File: src/rtl/control_pipeline.sv
// Execute/Memory/Writeback control-word pipeline for the pipelined RISC-V core.
// Also resolves branch/jump PC-select in Execute from the E-stage word and ZeroE.
module control_pipeline #(
   parameter int ALU_CTRL_W   = 3,
   parameter int RESULT_SRC_W = 2
) (
   input  logic                    clk,
   input  logic                    rst,
   input  logic                    FlushE,
   input  logic                    RegWriteD,
   input  logic [RESULT_SRC_W-1:0] ResultSrcD,
   input  logic                    MemWriteD,
   input  logic                    JumpD,
   input  logic                    JalrD,
   input  logic                    BeqD,
   input  logic                    BneD,
   input  logic [ALU_CTRL_W-1:0]   ALUControlD,
   input  logic                    ALUSrcD,
   input  logic [4:0]              RdD,
   input  logic                    ZeroE,
   output logic [ALU_CTRL_W-1:0]   ALUControlE,
   output logic                    ALUSrcE,
   output logic [1:0]              PCSrcE,
   output logic                    LoadE,
   output logic [4:0]              RdE,
   output logic                    RegWriteM,
   output logic                    MemWriteM,
   output logic [RESULT_SRC_W-1:0] ResultSrcM,
   output logic [4:0]              RdM,
   output logic                    RegWriteW,
   output logic [RESULT_SRC_W-1:0] ResultSrcW,
   output logic [4:0]              RdW
);

   logic                    RegWriteE;
   logic [RESULT_SRC_W-1:0] ResultSrcE;
   logic                    MemWriteE;
   logic                    JumpE;
   logic                    JalrE;
   logic                    BeqE;
   logic                    BneE;

   // Reset and flush both load a bubble into E; only reset also clears M and W.
   always_ff @(posedge clk) begin
      if (rst || FlushE) begin
         RegWriteE   <= 1'b0;
         ResultSrcE  <= '0;
         MemWriteE   <= 1'b0;
         JumpE       <= 1'b0;
         JalrE       <= 1'b0;
         BeqE        <= 1'b0;
         BneE        <= 1'b0;
         ALUControlE <= '0;
         ALUSrcE     <= 1'b0;
         RdE         <= '0;
      end else begin
         RegWriteE   <= RegWriteD;
         ResultSrcE  <= ResultSrcD;
         MemWriteE   <= MemWriteD;
         JumpE       <= JumpD;
         JalrE       <= JalrD;
         BeqE        <= BeqD;
         BneE        <= BneD;
         ALUControlE <= ALUControlD;
         ALUSrcE     <= ALUSrcD;
         RdE         <= RdD;
      end
   end

   always_ff @(posedge clk) begin
      if (rst) begin
         RegWriteM  <= 1'b0;
         MemWriteM  <= 1'b0;
         ResultSrcM <= '0;
         RdM        <= '0;
      end else begin
         RegWriteM  <= RegWriteE;
         MemWriteM  <= MemWriteE;
         ResultSrcM <= ResultSrcE;
         RdM        <= RdE;
      end
   end

   always_ff @(posedge clk) begin
      if (rst) begin
         RegWriteW  <= 1'b0;
         ResultSrcW <= '0;
         RdW        <= '0;
      end else begin
         RegWriteW  <= RegWriteM;
         ResultSrcW <= ResultSrcM;
         RdW        <= RdM;
      end
   end

   // jalr wins over jal/branches: its target comes from the ALU, not PC+imm.
   always_comb begin
      PCSrcE = 2'b00;
      if (JalrE)
         PCSrcE = 2'b10;
      else if (JumpE || (BeqE && ZeroE) || (BneE && !ZeroE))
         PCSrcE = 2'b01;
   end

   always_comb begin
      LoadE = (ResultSrcE == RESULT_SRC_W'(1));
   end

endmodule

File: config.mk
export PLATFORM = sky130hd
export DESIGN_NAME = control_pipeline
export DESIGN_NICKNAME = d
export VERILOG_FILES = /design/src/rtl/control_pipeline.sv
export SDC_FILE = /design/constraint.sdc
export NUM_CORES = 1
export LEC_CHECK = 0
export BUFFER_PORTS_ARGS = -buffer_cell sky130_fd_sc_hd__buf_2
export CAP_MARGIN = 15
export CELL_PAD_IN_SITES_DETAIL_PLACEMENT = 1
export CELL_PAD_IN_SITES_GLOBAL_PLACEMENT = 2
export CORE_ASPECT_RATIO = 0.7
export CORE_MARGIN = 2
export CORE_UTILIZATION = 28
export DETAILED_ROUTE_END_ITERATION = 8
export PLACE_DENSITY = 0.86
export SYNTH_ARGS = -nofsm -noshare
export SYNTH_HDL_FRONTEND = slang
export SYNTH_SLANG_ARGS = --single-unit
File: constraint.sdc
create_clock -name clk -period 1.3 [get_ports clk]
set_input_delay 0.26 -clock clk [delete_from_list [all_inputs] [get_ports clk]]
set_output_delay 0.26 -clock clk [all_outputs]
set_load 0.1 [all_outputs]
---- Word-level counts from Yosys, hierarchy flattened ----
Index checks and enable logic that the tools add are counted.
storage, ports and cells
  register bits after elaboration ......... 34
  bits in latches ......................... 0
  RAM bits ................................ 0
  bits in read-only memories .............. 0
  input bits .............................. 21
  output and inout bits ................... 29
  word-level logic and storage cells ...... 26
  memories ................................ 0
cells by class
  add/sub/neg operators ................... 0
  multiply operators ...................... 0
  div/mod/pow operators ................... 0
  $lt $le $gt $ge ......................... 0
  eq/ne operators ......................... 1
  shift-type cells ........................ 0
  mux-type cells .......................... 2
  bitwise operators ....................... 0
  reduce and logical (&&, ||, !) cells .... 6
operators by type and width
  cell                number
  $logic_or 1x1->1    3
  $eq 2x1->1 const B  1
  $logic_and 1x1->1   2
  $mux 2              1
  $logic_not 1->1     1
  $mux 1              1

---- Logic depth before layout (Yosys ltp) ----
  depth in word-level cells ............... 5
  gate-level depth with buffers ........... 3
  depth with buffers taken out ............ 2

---- Least setup slack after synthesis ----
Ideal clock, no wire load.
  path type ............................... input to output
  from .................................... in ZeroE
  to ...................................... out PCSrcE[0]
  data arrival time ....................... 1849 ps
  data required time ...................... 1040 ps
  setup slack ............................. -809 ps
  cell stages on the path ................. 2
  buffers on the path ..................... 0
  cells stage by stage .................... mux2i_1 > a21oi_1
on the way
  word-level cells in the longest chain between the ends .. 5
  elaborated cells between the ends (all ways) .. 7
  those cells by class .................... mux: 2; reduce/logical: 5
ends and longest elaborated chain
  element                                                RTL line  source
  start, declared                                        20        input logic ZeroE,
  $logic_and 1x1->1 or $logic_not 1->1 (tied branches)   101       else if (JumpE || (BeqE && ZeroE) || (BneE && !ZeroE))
  $logic_or 1x1->1 or $logic_and 1x1->1 (tied branches)  101
  $logic_or 1x1->1 *                                     101
  $mux 1 *                                               101
  $mux 2 *                                               99        if (JalrE)
  end, declared                                          23        output logic [1:0] PCSrcE,
Every way passes the cells marked *; elsewhere a longest branch is shown, timed or not.

---- Worst setup path in the final report ----
  from .................................... reg BneE
  to ...................................... out PCSrcE[0]
on the way
  word-level cells in the longest chain between the ends .. 4
ends and longest elaborated chain
  element                 RTL line  source
  start, declared         41        logic BneE;
  start signal, assigned  63        BneE <= BneD;
  $logic_and 1x1->1       101
  $logic_or 1x1->1        101
  $mux 1                  101
  $mux 2                  99
No other way between the ends.

==> metrics <==
overall power about 2.3 mW; Row Count 18; most frequent cells in the layout dfxtp_1, buf_2, buf_12; GP Congestion between 0.6 and 0.7; Root Driver clkbuf_8; fraction of layout cells with a size suffix above 1 0.557; delay-heaviest family, CP flip-flops; Max stage delay on crit path 0.34 ns; worst skew pair latency 0.27 ns; CP endpoint kind output pin; Seq cells post-synth 34; reg-to-reg startpoint RdE[4]; pre-CTS worst setup slack roughly 0.12 ns; Detail Route Antenna Nets 0; clock sinks 34; die width between 70 and 80 µm; via/cell ratio 3.65; leading cell type in the layout, fill and taps excluded dfxtp_1; Slew headroom 0.675; Leak about 0.76 nW; largest net degree at the start of global routing 18; crit-path cells mux2i_4, a21oi_4, buf_12; peak supply drop 609 µV; IO Port Bufs 49; hold_ws 0.186 ns; WP data required about 1.0 ns; CTS tree built; core area between 3000 and 4000 µm²; maxcap violations 0; DRT iter0 DRCs 18; CP Buf/Inv Count 1; DR pass1 iterations 3; total CTS buffers 5; crit-path max FO 1; GRT overflow 0; final worst slack approximately 0.022 ns; arrival time at the worst endpoint around 1 ns; final slew viol count 0; Util after Layout 0.484; final period utilization 0.983; Clock H-tree levels 2; Starting Density 0.286; CP max stage cell dfxtp_2; Routed WL roughly 1.9 mm; critical path class register to output pin; vias in the first global route approximately 670; actual slew at the worst max-slew pin about 0.49 ns; worst hold path type primary input to register; Fin. Hold Viols 0; Via Count 660; most area-consuming cells after synthesis dfxtp_1, and2_4, nor2b_1; # diodes 0; die height 53.7 µm; leading area contributor after synthesis dfxtp_1; initial antenna violation count 0; Power Density about 1300 nW/µm²; synth unique cells 12; total track usage 0.103; Worst Setup SP BneE; Seq/Total Area, Yosys 0.689; Clock Path Buffers 2; I/O Pins 50; Worst setup SP type register; Warnings, synthesis 0; Die ar. slightly above 4000 µm²; Post-Syn Nets 97; P&R area growth vs syn 69.1%; global-route wire length before repair 2.91 mm; Fillers ~380; status finished, final reports clean; Mapped Cells 76; DRC violations left 0; unrepaired setup endpoints after global routing true; hpwl dp around 1.6 mm; Post-layout nets between 150 and 200; maximum clock frequency 783 MHz; top-area cell type share of the netlist area 0.689; final setup vio count 0; WL/cell 10.7 µm; Netlist Area Pre-Place 987 µm²; Max Clock Skew 0.00459 ns; HP Start MemWriteD; Worst-path clk slew approximately 0.060 ns; Tmin final approximately 1.3 ns; Avg Inst Size Synth 13.0 µm²
==> per-layer routing <==
layer | vias up | part of all wire | GRT usage
met5 | - | 0 | 0
met4 | 0 | 0.017 | 0.0536
met2 | 26 | 0.54 | 0.181
met1 | 294 | 0.38 | 0.106
li1 | 336 | - | -
met3 | 4 | 0.063 | 0.0449
==> Yosys cell counts <==
master   number
mux2i_1       1
dfxtp_1      34
inv_1         1
nor2_4        1
buf_4         1
and2b_1       7
and2_1        7
buf_6         1
a21oi_1       1
and2_4       10
nor2b_1      11
buf_2         1
==> what timing repair did <==
action / CTS / global route
endpoints found under the setup margin: 1 / 5
pin swaps: 1 / 0
hold endpoints to repair: 0 / 0
buffers inserted: 0 / 0
hold buffers: 0 / 0
gates resized for setup: 4 / 4
==> metrics by stage <==
| stage | instance area, µm² | std cells | setup TNS [ns] |
|---|---|---|---|
| 4_1_cts | 1660 | 181 | -0.00111 |
| 3_5_place_dp | 1550 | 173 | 0 |
| 6_report | 1670 | 181 | 0 |
| 2_1_floorplan | 1010 | 76 | 0 |
| 3_3_place_gp | 1550 | 173 | 0 |
| 5_1_grt | 1670 | 181 | -0.0155 |
==> worst paths after layout <==
path,endpoint,slack [ns],cells past startpoint
hold / removal,MemWriteE,0.19,2
hold reg to reg,RegWriteM,0.45,1
setup / recovery,PCSrcE[0],0.02,3
setup reg to reg,RdM[4],0.70,1
==> state kept, by name, indices dropped and copies added (netlist names), 2 cells and up <==
signal / count
ALUControlE: 3
RdE: 5
RdM: 5
RdW: 5
ResultSrcE: 2
ResultSrcM: 2
ResultSrcW: 2
==> kinds of logic after synthesis <==
group,Yosys count,share of synthesized area
flops,34,0.689
compound gates,1,0.00506
mux,1,0.0101
simple gates,36,0.267
buf+inv,4,0.0279
==> power by group <==
group          total (mW)  switching [mW]  leakage (nW)  internal, mW
Sequential           1.10          0.0219         0.278          1.08
Clock               0.774           0.347        0.0482         0.427
Combinational       0.381           0.248         0.435         0.134
==> layout make-up <==
cell class                 count  area, µm²  area share
multi-input combinational     38        310       0.186
timing repair buffer          50        518       0.310
sequential                    34        683       0.409
clock buffer                   7       86.3      0.0517
clock inverter                 1       5.00     0.00300
inverter                       1       3.75     0.00225
tap                           50       62.6      0.0375
(Power assumes the default switching activity.)
